===== config.mk =====
export PLATFORM = sky130hd
export DESIGN_NAME = mem_burst_ctrl_flat
export DESIGN_NICKNAME = d
export VERILOG_FILES = /design/src/rtl/mem_burst_ctrl_if.sv /design/src/rtl/mem_burst_ctrl.sv /design/src/flat_wrapper.sv
export SDC_FILE = /design/constraint.sdc
export NUM_CORES = 1
export LEC_CHECK = 0
export BUFFER_PORTS_ARGS = -buffer_cell sky130_fd_sc_hd__buf_4
export CORE_AREA = 3 3 67 69
export CTS_BUF_LIST = sky130_fd_sc_hd__clkbuf_16
export DETAILED_ROUTE_END_ITERATION = 6
export DIE_AREA = 0 0 70 72
export GPL_TIMING_DRIVEN = 0
export MAX_ROUTING_LAYER = met4
export PLACE_DENSITY_LB_ADDON = 0.3
export RECOVER_POWER = 100
export SLEW_MARGIN = 10
export SYNTH_ARGS = -nofsm -noshare
export SYNTH_HDL_FRONTEND = slang
export SYNTH_SLANG_ARGS = --single-unit

===== constraint.sdc =====
create_clock -name clk -period 3.3 [get_ports clk]
set_input_delay 0 -clock clk [delete_from_list [all_inputs] [get_ports clk]]
set_output_delay 0 -clock clk [all_outputs]
set_load 0.02 [all_outputs]

===== src/rtl/mem_burst_ctrl_if.sv =====
// Request/burst bus between channel requesters and mem_burst_ctrl.
// The master side drives req/hold; the slave (controller) drives the memory strobes.
interface mem_burst_ctrl_if #(
    parameter int ADDR_W = 10,
    parameter int NUM_CH = 4
);
    localparam int CH_W = $clog2(NUM_CH);

    logic [NUM_CH-1:0] req;
    logic              hold;
    logic              cen;
    logic              start;
    logic [ADDR_W-1:0] addr;
    logic [NUM_CH-1:0] grant;
    logic [CH_W-1:0]   ch_id;
    logic              done;

    modport master (
        output req, hold,
        input  cen, start, addr, grant, ch_id, done
    );

    modport slave (
        input  req, hold,
        output cen, start, addr, grant, ch_id, done
    );
endinterface


===== src/rtl/mem_burst_ctrl.sv =====
// Burst memory controller: arbitrates NUM_CH requesters, emits BURST_LEN beats per grant
// from a per-channel wrapping pointer. Define MEM_BURST_RR_EN for round-robin arbitration.
module mem_burst_ctrl #(
    parameter int ADDR_W    = 10,
    parameter int NUM_CH    = 4,
    parameter int BURST_LEN = 4
) (
    input  logic           clk,
    input  logic           rst,
    mem_burst_ctrl_if.slave bus
);
    localparam int CH_W   = $clog2(NUM_CH);
    localparam int OFF_W  = ADDR_W - CH_W;
    localparam int BEAT_W = $clog2(BURST_LEN);

    typedef enum logic [1:0] {
        IDLE,
        ARM,
        BURST
    } state_e;

    state_e            state_q, state_d;
    logic [BEAT_W-1:0] beat_q, beat_d;
    logic [NUM_CH-1:0] grant_q, grant_d;
    logic [CH_W-1:0]   ch_id_q, ch_id_d;
    logic [OFF_W-1:0]  ptr_q [NUM_CH];
    logic [OFF_W-1:0]  ptr_d [NUM_CH];

    logic [CH_W-1:0]   arb_base;
    logic [CH_W-1:0]   arb_idx;
    logic [CH_W-1:0]   cand;
    logic              arb_found;
    logic [OFF_W-1:0]  offset;
    logic              last_beat;

`ifdef MEM_BURST_RR_EN
    logic [CH_W-1:0] rr_q, rr_d;
    assign arb_base = rr_q;
`else
    assign arb_base = '0;
`endif

    // Scan from arb_base upward; power-of-two NUM_CH makes the index wrap for free.
    always_comb begin
        arb_found = 1'b0;
        arb_idx   = '0;
        cand      = '0;
        for (int unsigned i = 0; i < NUM_CH; i++) begin
            cand = arb_base + CH_W'(i);
            if (!arb_found && bus.req[cand]) begin
                arb_found = 1'b1;
                arb_idx   = cand;
            end
        end
    end

    always_comb begin
        state_d   = state_q;
        beat_d    = beat_q;
        grant_d   = grant_q;
        ch_id_d   = ch_id_q;
        ptr_d     = ptr_q;
`ifdef MEM_BURST_RR_EN
        rr_d      = rr_q;
`endif
        offset    = ptr_q[ch_id_q] + OFF_W'(beat_q);
        last_beat = (beat_q == BEAT_W'(BURST_LEN - 1));
        bus.cen   = 1'b0;
        bus.start = 1'b0;
        bus.done  = 1'b0;
        bus.addr  = '0;

        unique case (state_q)
            IDLE: begin
                if (arb_found) begin
                    state_d = ARM;
                    grant_d = NUM_CH'(1) << arb_idx;
                    ch_id_d = arb_idx;
`ifdef MEM_BURST_RR_EN
                    rr_d    = arb_idx + CH_W'(1);
`endif
                end
            end
            ARM: begin
                bus.cen  = 1'b1;
                bus.addr = {ch_id_q, ptr_q[ch_id_q]};
                beat_d   = '0;
                state_d  = BURST;
            end
            BURST: begin
                bus.cen  = 1'b1;
                bus.addr = {ch_id_q, offset};
                if (!bus.hold) begin
                    bus.start = 1'b1;
                    if (last_beat) begin
                        bus.done       = 1'b1;
                        ptr_d[ch_id_q] = ptr_q[ch_id_q] + OFF_W'(BURST_LEN);
                        grant_d        = '0;
                        ch_id_d        = '0;
                        state_d        = IDLE;
                    end else begin
                        beat_d = beat_q + BEAT_W'(1);
                    end
                end
            end
            default: state_d = IDLE;
        endcase
    end

    assign bus.grant = grant_q;
    assign bus.ch_id = ch_id_q;

    always_ff @(posedge clk) begin
        if (rst) begin
            state_q <= IDLE;
            beat_q  <= '0;
            grant_q <= '0;
            ch_id_q <= '0;
            for (int unsigned c = 0; c < NUM_CH; c++) begin
                ptr_q[c] <= '0;
            end
`ifdef MEM_BURST_RR_EN
            rr_q    <= '0;
`endif
        end else begin
            state_q <= state_d;
            beat_q  <= beat_d;
            grant_q <= grant_d;
            ch_id_q <= ch_id_d;
            ptr_q   <= ptr_d;
`ifdef MEM_BURST_RR_EN
            rr_q    <= rr_d;
`endif
        end
    end
endmodule

===== src/flat_wrapper.sv =====
// flat-port wrapper written by rule: the top's interface ports become plain ports
module mem_burst_ctrl_flat 
#(
    parameter int ADDR_W    = 10,
    parameter int NUM_CH    = 4,
    parameter int BURST_LEN = 4
)
  (clk, rst, bus_req, bus_hold, bus_cen, bus_start, bus_addr, bus_grant, bus_ch_id, bus_done);
  mem_burst_ctrl_if #(.ADDR_W(ADDR_W), .NUM_CH(NUM_CH)) bus_i ();
  input  logic clk;
  input  logic rst;
  input wire logic [$bits(bus_i.req)-1:0] bus_req;
  input wire logic [$bits(bus_i.hold)-1:0] bus_hold;
  output wire logic [$bits(bus_i.cen)-1:0] bus_cen;
  output wire logic [$bits(bus_i.start)-1:0] bus_start;
  output wire logic [$bits(bus_i.addr)-1:0] bus_addr;
  output wire logic [$bits(bus_i.grant)-1:0] bus_grant;
  output wire logic [$bits(bus_i.ch_id)-1:0] bus_ch_id;
  output wire logic [$bits(bus_i.done)-1:0] bus_done;
  assign bus_i.req = bus_req;
  assign bus_i.hold = bus_hold;
  assign bus_cen = bus_i.cen;
  assign bus_start = bus_i.start;
  assign bus_addr = bus_i.addr;
  assign bus_grant = bus_i.grant;
  assign bus_ch_id = bus_i.ch_id;
  assign bus_done = bus_i.done;
  mem_burst_ctrl #(.ADDR_W(ADDR_W), .NUM_CH(NUM_CH), .BURST_LEN(BURST_LEN)) u_core (.clk(clk), .rst(rst), .bus(bus_i));
endmodule

# --- Word-level counts from Yosys, hierarchy flattened ---
# Cells that the tools add are included.
op_classes:
  mux: 33
  order_cmp: 2
  reduce_logical: 15
  n_shift: 1
  eq_ne: 7
  addsub: 3
  n_mul: 0
  div: 0
  bitwise_logic: 2
op_table:
  columns: ["cell", "count"]
  rows:
  - ["$bwmux 32", 1]
  - ["$mux 8", 3]
  - ["$pmux 10 s2", 1]
  - ["$bmux 8 s2", 1]
  - ["$demux 8 s2", 1]
  - ["$mux 2", 8]
  - ["$mux 4", 3]
  - ["$mux 1", 11]
  - ["$reduce_and 3->1", 3]
  - ["$add 8x2->8", 1]
  - ["$add 8x3->8 const B", 1]
  - ["$pmux 2 s2", 2]
  - ["$pmux 4 s2", 1]
  - ["$pmux 2 s3", 1]
  - ["$eq 2x2->1 const B", 2]
  - ["$logic_and 1x1->1", 4]
  - ["$ne 2x1->1 const B", 2]
  - ["$ne 2x2->1 const B", 2]
  - ["$reduce_and 4->1", 1]
  - ["$reduce_bool 2->1", 2]
  - ["$shl 1x2->4 const A", 1]
  - ["$ge 3x3->1 const B", 1]
  - ["$logic_not 1->1", 3]
  - ["$lt 3x1->1 const B", 1]
  - ["6 further kinds", 6]
totals:
  ram_bits: 0
  mem_bits_ro: 0
  regBits: 42
  output_inout_bits: 19
  elab_cells: 71
  n_memories: 0
  latch_bits: 0

# --- Longest topological paths before layout ---
# Gate-level depths: netlist of run 1.
logic_depth:
  word_depth: 13
  depth_mapped: 9

# --- Worst setup path before layout of run 1 ---
# Ideal clock, no wire load.
synth_timing:
  kind: "register to output"
  startpoint: "reg u_core.ch_id_q[1] (netlist: u_core.bus.ch_id[1])"
  endpoint: "out bus_addr[7]"
  path_slack_ns: 0.687
  arrival_ns: 2.613
  path_stages_with_launch: 9
  cell_sequence: "dfxtp_1 -> buf_2 -> buf_1 -> mux4_2 -> ha_1 -> a21o_1 -> nand4_1 -> or4_1 -> nand4_1"
synth_via:
  elab_chain_len: 6
synth_lines:
  columns: ["element", "line", "rtl"]
  rows:
  - ["start, declared", "mem_burst_ctrl.sv:25", "logic [CH_W-1:0] ch_id_q, ch_id_d;"]
  - ["start signal, assigned", "mem_burst_ctrl.sv:129", "ch_id_q <= ch_id_d;"]
  - ["$not 2->3 (implied by the code) *", "mem_burst_ctrl.sv:66, mem_burst_ctrl.sv:86", null]
  - ["$bmux 8 s2 *", "mem_burst_ctrl.sv:66, mem_burst_ctrl.sv:86", null]
  - ["$mux 8 (implied by the code) * (2 in a row)", "mem_burst_ctrl.sv:66, mem_burst_ctrl.sv:86", null]
  - ["$add 8x2->8", "mem_burst_ctrl.sv:66", "offset = ptr_q[ch_id_q] + OFF_W'(beat_q);"]
  - ["$pmux 10 s2 *", "mem_burst_ctrl.sv:73", "unique case (state_q)"]
  - ["end, declared", "flat_wrapper.sv:16", "output wire logic [$bits(bus_i.addr)-1:0] bus_addr;"]
# Every way passes the cells marked *; elsewhere a longest branch is shown, timed or not. The select of a mux whose other input is x is not followed.

# --- Final worst setup path of run 1 ---
# Ends and elaborated chain as after synthesis.

==> run_results.csv, run 1 <==
group,metric,value,unit
global_routing,globalRoute.busiestLayer,"met2",
global_routing,antenna_violations_before_repair,0,
die,effective_utilization_at_floorplan,56.8,%
clock_network,cts_sinks,42,
place,detailed_place.area,2500,um^2
critical_path,critPathLaunch,"u_core.bus.ch_id[1]$_SDFFE_PP0P_",
synth,netlist_area,2260,um^2
die,die_height,72,um
cells_and_area,layout.area.seq,841,um^2
global_routing,number_of_global_route_vias_before_repair,1928,
clock_network,cts_buf_count,5,
drt,drt_first_pass_iters,4,
clock_network,clock_transition_at_the_register_clock_pins_on_the_worst_setup_and_hold_paths_after_cts,0.05,ns
drt,vias_per_cell,6.00,
critical_path,crit-reg2reg-launch,"u_core.bus.ch_id[0]$_SDFFE_PP0P_",
sta,slew_headroom,55.5,%
die,core_area,3970,um^2
drt,wire_per_inst,15.7,um
die,standard_cell_rows,23,
die,fp.dieArea,5040,um^2
cells_and_area,post_layout_inst_area,2590,um^2
sta,final_critical_delay_including_setup_and_external_delays,2.97,ns
cells_and_area,fin_nets,297,
sta,setup-tns-final,0,ns
cells_and_area,multi_input_comb_area,1300,um^2
sta,finalCritPeriodShare,90.0,%
synth,number_of_distinct_standard_cells_referenced_by_the_synthesized_netlist,44,
clock_network,htree_levels,2,
clock_network,clkLatencyLatePin,0.28,ns
synth,synth_flop_cell,"dfxtp_1",
cells_and_area,share_of_final_layout_standard_cells_stronger_than_drive_strength_1,9.57,%
sta,fin_worst_hold_slack,0.00946,ns
power,peakVddDrop,0.305,mV
critical_path,crit_path_end_kind,"output port",
synth,ys_async_sr_fraction,0,%
status,status,"complete, no violations",
critical_path,maximum_fanout_encountered_on_the_critical_timing_path,19,
hold_path,worstHoldPathType,"input port to flop",
die,ioPinCount,26,
place,gpl.final_weighted_congestion,0.856,
synth,syn_nets,266,
sta,timing.final.setup_violations,0,
place,port-buffer-count,24,
clock_network,cts.path.max_buffers,2,
global_routing,global_route.usage.met3,4.57,%
critical_path,arrival,2.97,ns
sta,finClkSkew,0.00456,ns
global_routing,use_met1,29.8,%
place,hpwl,3710,um
sta,drv_slew,0,
clock_network,cts.root.buffer_cell,"clkbuf_16",
drt,wirelength,5230,um
hold_path,hp-start,"bus_req[0]",
global_routing,global_route.overflow_total,0,
cells_and_area,area_overhead_of_the_layout_relative_to_synthesis,14.9,%
critical_path,worst_path_required,3.30,ns
sta,max_frequency,337,MHz
cells_and_area,number_of_inserted_diodes,0,
critical_path,critPathKind,"flop to output port",
sta,timing_worst_slew_pin_value,0.664,ns
flow_run,cap_viol_max_count,0,
global_routing,largest_net_degree_at_the_start_of_global_routing,13,
synth,synthCells,250,
global_routing,groute.usage.overall,23.1,%
global_routing,grt_pass1_wl,9020,um
drt,remaining_drc_errors,0,
sta,grt_setup_unrepaired,"false",
sta,hold_violations,0,
critical_path,start_kind,"flop",
synth,yosys_warn_count,0,
drt,detailedRoute.firstIterationViolations,168,
clock_network,cts.repair_timing.setup_buffer_count,0,
clock_network,post_cts_resize_count,0,
clock_network,cts_tree,"yes",
synth,post_synth.cell_area_avg,9.03,um^2
power,leakagePower,0.931,nW
synth,ys_ff_latch,42,
cells_and_area,nFillCells,340,
die,die_w,70,um
drt,detailroute.via_count,1991,
power,power_density,488,nW/um^2
drt,detail-route-antenna-nets,0,
synth,yosysSeqAreaShare,37.3,%
global_routing,grt.met2_usage,35.8,%
synth,synth_edf_count,0,
## cells in the mapped netlist (7+ instances only)
| cell | number | share of area, % |
|---|---|---|
| nand2_1 | 13 | 2.2 |
| a21oi_1 | 10 | 2.2 |
| clkbuf_1 | 10 | 1.7 |
| nor2b_1 | 13 | 3.6 |
| mux4_2 | 8 | 8.0 |
| a22oi_1 | 7 | 2.3 |
| nand4_1 | 8 | 2.2 |
| nor2_1 | 35 | 5.8 |
| nand3_1 | 12 | 2.7 |
| ha_1 | 8 | 4.4 |
| dfxtp_1 | 42 | 37 |
| a211oi_1 | 16 | 5.3 |
## kinds of logic (layout without fill, tap and decap cells)
family                   Yosys count  count (layout)  share of synthesized area (%)
AND/OR/NAND/NOR                  114             114                           26.8
AO/OA/AOI/OAI                     47              47                           14.5
flip-flops                        42              42                           37.3
buffers and inverters             22              54                           4.82
multiplexers                      11              11                           9.31
adder cells (fa/ha/maj)            9               9                           5.32
XOR/XNOR                           5               5                           1.94
## path summary, 6_finish.rpt
check / end / slack, ns / cells after the start
worst min-delay path: u_core.bus.grant[0]$_SDFFE_PP0P_ / 0.009 / 3
worst max-delay path: bus_addr[7] / 0.33 / 8
worst min register to register: u_core.ptr_q[27]$_SDFFE_PP0P_ / 0.46 / 2
worst max register to register: u_core.ptr_q[7]$_SDFFE_PP0P_ / 1.01 / 6
## worst max-delay path, stage by stage, from the launching register on
cell and delay, ns:
dfxtp_1 0.44, buf_2 0.39, mux4_2 0.43, ha_1 0.30, a21o_1 0.12, nand4_1 0.17
or4_1 0.55, nand4_1 0.12, buf_4 0.16
## per-layer routing
| metal | share of wire (%) | wire, um | vias up |
|---|---|---|---|
| met5 | 0 | 0 | - |
| met4 | 1.4 | 71 | 0 |
| met3 | 3.6 | 190 | 10 |
| met2 | 47 | 2460 | 44 |
| met1 | 48 | 2510 | 947 |
| li1 | - | - | 990 |
## final cells by class
class                   instances  area share (%)
well taps                      50            2.41
flip-flops and latches         42            32.4
inverters                       5           0.724
clock inverters                 3            1.45
repair buffers                 25            4.87
multi-input cells             186            50.2
plain buffers                  16            3.09
clock buffers                   5            4.82
## repair_timing
action	4_1_cts	5_1_grt
hold buffers	1	0
hold endpoints to repair	1	0
setup endpoints to repair	0	1
## state kept, by name (all words and copies together), names as in the netlist
| signal | flops |
|---|---|
| u_core.ptr_q | 32 |
| u_core.bus.grant | 4 |
| u_core.state_q | 2 |
| u_core.bus.ch_id | 2 |
| u_core.beat_q | 2 |
## power by group
group	switching, W	total, W	internal (W)
clock network	0.000188	0.000539	0.000351
logic	0.000129	0.000198	0.0000689
registers	0.00000990	0.000529	0.000519
## through the flow
stage	total power [W]	util [%]	instances	setup WS, ns
2_1_floorplan	0.000686	-	250	0.687
3_3_place_gp	0.000745	62.9	324	0.366
3_5_place_dp	0.000746	62.9	324	0.340
4_1_cts	0.00128	67.3	333	0.0393
5_1_grt	0.00132	65.3	332	0.168
6_report	0.00127	65.3	332	0.331
## layout by cell type (no fill, tap or decap), types with 3 or more instances in the layout
cell / synthesis / layout
a22oi_1: 7 / 7
buf_4: 1 / 7
ha_1: 8 / 8
nor2_1: 35 / 35
xor2_1: 3 / 3
a211oi_1: 16 / 16
inv_1: 5 / 7
or4_1: 3 / 3
nand3_1: 12 / 13
o21ai_0: 4 / 4
nand2b_1: 5 / 5
clkbuf_16: 0 / 5
clkbuf_1: 10 / 30
nor2b_1: 13 / 13
nand2_1: 13 / 13
nand4_1: 8 / 8
mux2i_1: 3 / 3
a32oi_1: 4 / 4
mux4_2: 8 / 8
nor3_1: 3 / 3
dfxtp_1: 42 / 42
a21oi_1: 10 / 10
and2_1: 5 / 4
Note: power is estimated with default switching activity, not from simulation.
==> inputs of run 2 (changes only) <==
- CORE_AREA: 3 3 67 69 -> 3 3 66 68
- CTS_BUF_LIST: sky130_fd_sc_hd__clkbuf_16 -> sky130_fd_sc_hd__clkbuf_4
- DIE_AREA: 0 0 70 72 -> 0 0 69 71
==> run 2 against run 1 <==
Clock power fell by 54%; highest routed layer unchanged; power is 23% lower; first-iteration DRC count up 0.60%; flip-flop and latch count unchanged; largest power group is now registers; critical path type unchanged.
==> run_results.csv, run 2 (synthesis results as in run 1) <==
group,metric,value,unit
status,status,"complete, no violations",
drt,wire_per_inst,15.4,um
critical_path,worst_path_required,3.30,ns
place,gpl.final_weighted_congestion,0.861,
global_routing,largest_net_degree_at_the_start_of_global_routing,20,
power,net-switching-power,0.000301,W
power,clock_power_share,25.5,%
global_routing,global_route.overflow_total,0,
clock_network,cts_buf_count,5,
cells_and_area,most_used_cells_in_the_layout_excluding_fill_and_tap_cells,"dfxtp_1 (42), nor2_1 (35), clkbuf_1 (30)",
die,core_area,3910,um^2
drt,vias_per_cell,6.05,
global_routing,groute.usage.overall,23.0,%
die,ioPinCount,26,
sta,finClkSkew,0.0144,ns
drt,drt_first_pass_iters,4,
cells_and_area,largest_register_ff_count,32,
power,leakagePower,0.889,nW
flow_run,cap_viol_max_count,0,
clock_network,clkLatencyLatePin,0.36,ns
sta,timing_worst_slew_pin_value,0.699,ns
sta,max_frequency,330,MHz
sta,finalCritPeriodShare,91.9,%
drt,wirelength,5170,um
drt,detailroute.via_count,2026,
global_routing,number_of_global_route_vias_before_repair,1895,
place,port-buffer-count,24,
critical_path,slowest_delay,0.46,ns
sta,grt_setup_unrepaired,"false",
place,hpwl,3690,um
cells_and_area,instances_no_fill,335,
clock_network,cts.repair_timing.setup_buffer_count,0,
sta,setup-tns-final,0,ns
die,fp.dieArea,4900,um^2
sta,final_critical_delay_including_setup_and_external_delays,3.03,ns
die,die_height,71,um
die,die_w,69,um
cells_and_area,area_overhead_of_the_layout_relative_to_synthesis,11.4,%
critical_path,crit_family,"adder cells",
global_routing,antenna_violations_before_repair,0,
critical_path,critical_path_cell_with_the_highest_stage_delay,"dfxtp_1",
clock_network,cts_tree,"yes",
clock_network,cts.root.buffer_cell,"clkbuf_4",
critical_path,start_kind,"flop",
clock_network,htree_levels,2,
die,effective_utilization_at_floorplan,57.7,%
cells_and_area,nFillCells,344,
critical_path,wp_buf_inv,2,
global_routing,grt_pass1_wl,8860,um
sta,drv_slew,0,
power,p_comb_share,20.5,%
cells_and_area,share_of_final_layout_standard_cells_stronger_than_drive_strength_1,9.82,%
critical_path,arrival,3.03,ns
critical_path,maximum_fanout_encountered_on_the_critical_timing_path,19,
critical_path,critPathKind,"flop to output port",
drt,detailedRoute.firstIterationViolations,169,
hold_path,worstHoldPathType,"input port to flop",
die,standard_cell_rows,23,
clock_network,clock_transition_at_the_register_clock_pins_on_the_worst_setup_and_hold_paths_after_cts,0.11,ns
sta,hold_violations,0,
clock_network,post_cts_resize_count,0,
cells_and_area,fin_nets,300,
sta,timing.final.setup_violations,0,
drt,detail-route-antenna-nets,0,
critical_path,crit_path_cell_trace,"buf_2 > mux4_2 > ha_1 > fa_1 > nand2_1 > xnor2_1 > a22oi_1 > nor2_1 > clkbuf_1",
cells_and_area,layout.cells.most_common,"dfxtp_1",
cells_and_area,number_of_inserted_diodes,0,
place,place.detailed.instances,324,
clock_network,cts_sinks,42,
drt,remaining_drc_errors,0,
clock_network,cts.path.max_buffers,2,
power,power_density,390,nW/um^2
power,cell_internal_pwr,0.000679,W
power,sw_frac_of_total,30.7,%
critical_path,crit_path_end_kind,"output port",
sta,slew_headroom,53.3,%
power,power_frac_seq,54.0,%
cells_and_area,top_register,"u_core.ptr_q",
power,peakVddDrop,0.281,mV
-- run 2: worst min-delay path, delay by kind of cell --
kind	cells	cell delay, ns
buffers and inverters	1	0.09
AOI/OAI and AO/OA	2	0.23
-- run 2: power by group through the flow --
stage	Clock, W	Sequential [W]	Combinational [W]
2_1_floorplan	0	0.000547	0.000139
3_3_place_gp	0	0.000541	0.000204
3_5_place_dp	0	0.000541	0.000205
4_1_cts	0.000253	0.000529	0.000209
5_1_grt	0.000271	0.000531	0.000223
6_report	0.000250	0.000529	0.000201
-- run 2: path summary, 6_finish.rpt --
path                            depth (start not counted)                               end                             start  slack [ns]
worst max register to register                          7     u_core.ptr_q[14]$_SDFFE_PP0P_  u_core.bus.ch_id[0]$_SDFFE_PP0P_        1.01
worst max-delay path                                    9                       bus_addr[4]  u_core.bus.ch_id[1]$_SDFFE_PP0P_        0.27
worst min-delay path                                    3  u_core.bus.ch_id[1]$_SDFFE_PP0P_                        bus_req[3]        0.01
worst min register to register                          2  u_core.bus.grant[1]$_SDFFE_PP0P_  u_core.bus.grant[1]$_SDFFE_PP0P_        0.46
-- run 2: area by class of cell --
class / instances / area [um^2] / area share (%)
buffer: 16 / 80.1 / 3.18
clock buffer: 6 / 45.0 / 1.79
clock inverter: 2 / 8.76 / 0.348
inverter: 5 / 18.8 / 0.746
multi-input combinational: 186 / 1300 / 51.8
sequential: 42 / 841 / 33.4
tap: 50 / 62.6 / 2.49
timing repair buffer: 28 / 156 / 6.22
-- run 2: layer usage --
| layer | track usage [%] | vias up | share of wire [%] |
|---|---|---|---|
| met3 | 4.26 | 11 | 4.5 |
| met4 | 8.03 | 0 | 1.7 |
| met1 | 29.5 | 973 | 46 |
| li1 | - | 988 | - |
| met2 | 36.7 | 54 | 48 |
| met5 | - | - | 0 |
-- run 2: metrics by stage --
stage	worst slack, ns	hold WS [ns]	total power, W	area [um^2]	utilization [%]
2_1_floorplan	0.687	0.0796	0.000686	2260	-
3_3_place_gp	0.368	0.280	0.000745	2500	63.9
3_5_place_dp	0.331	0.299	0.000746	2500	63.9
4_1_cts	0.272	0.00114	0.000992	2590	66.2
5_1_grt	0.126	0.0256	0.00103	2510	64.3
6_report	0.268	0.0137	0.000980	2510	64.3
-- run 2: what timing repair did --
action                                  in CTS  in global routing
hold buffers                                 4                  0
hold endpoints to repair                     4                  0
endpoints found under the setup margin       1                  0
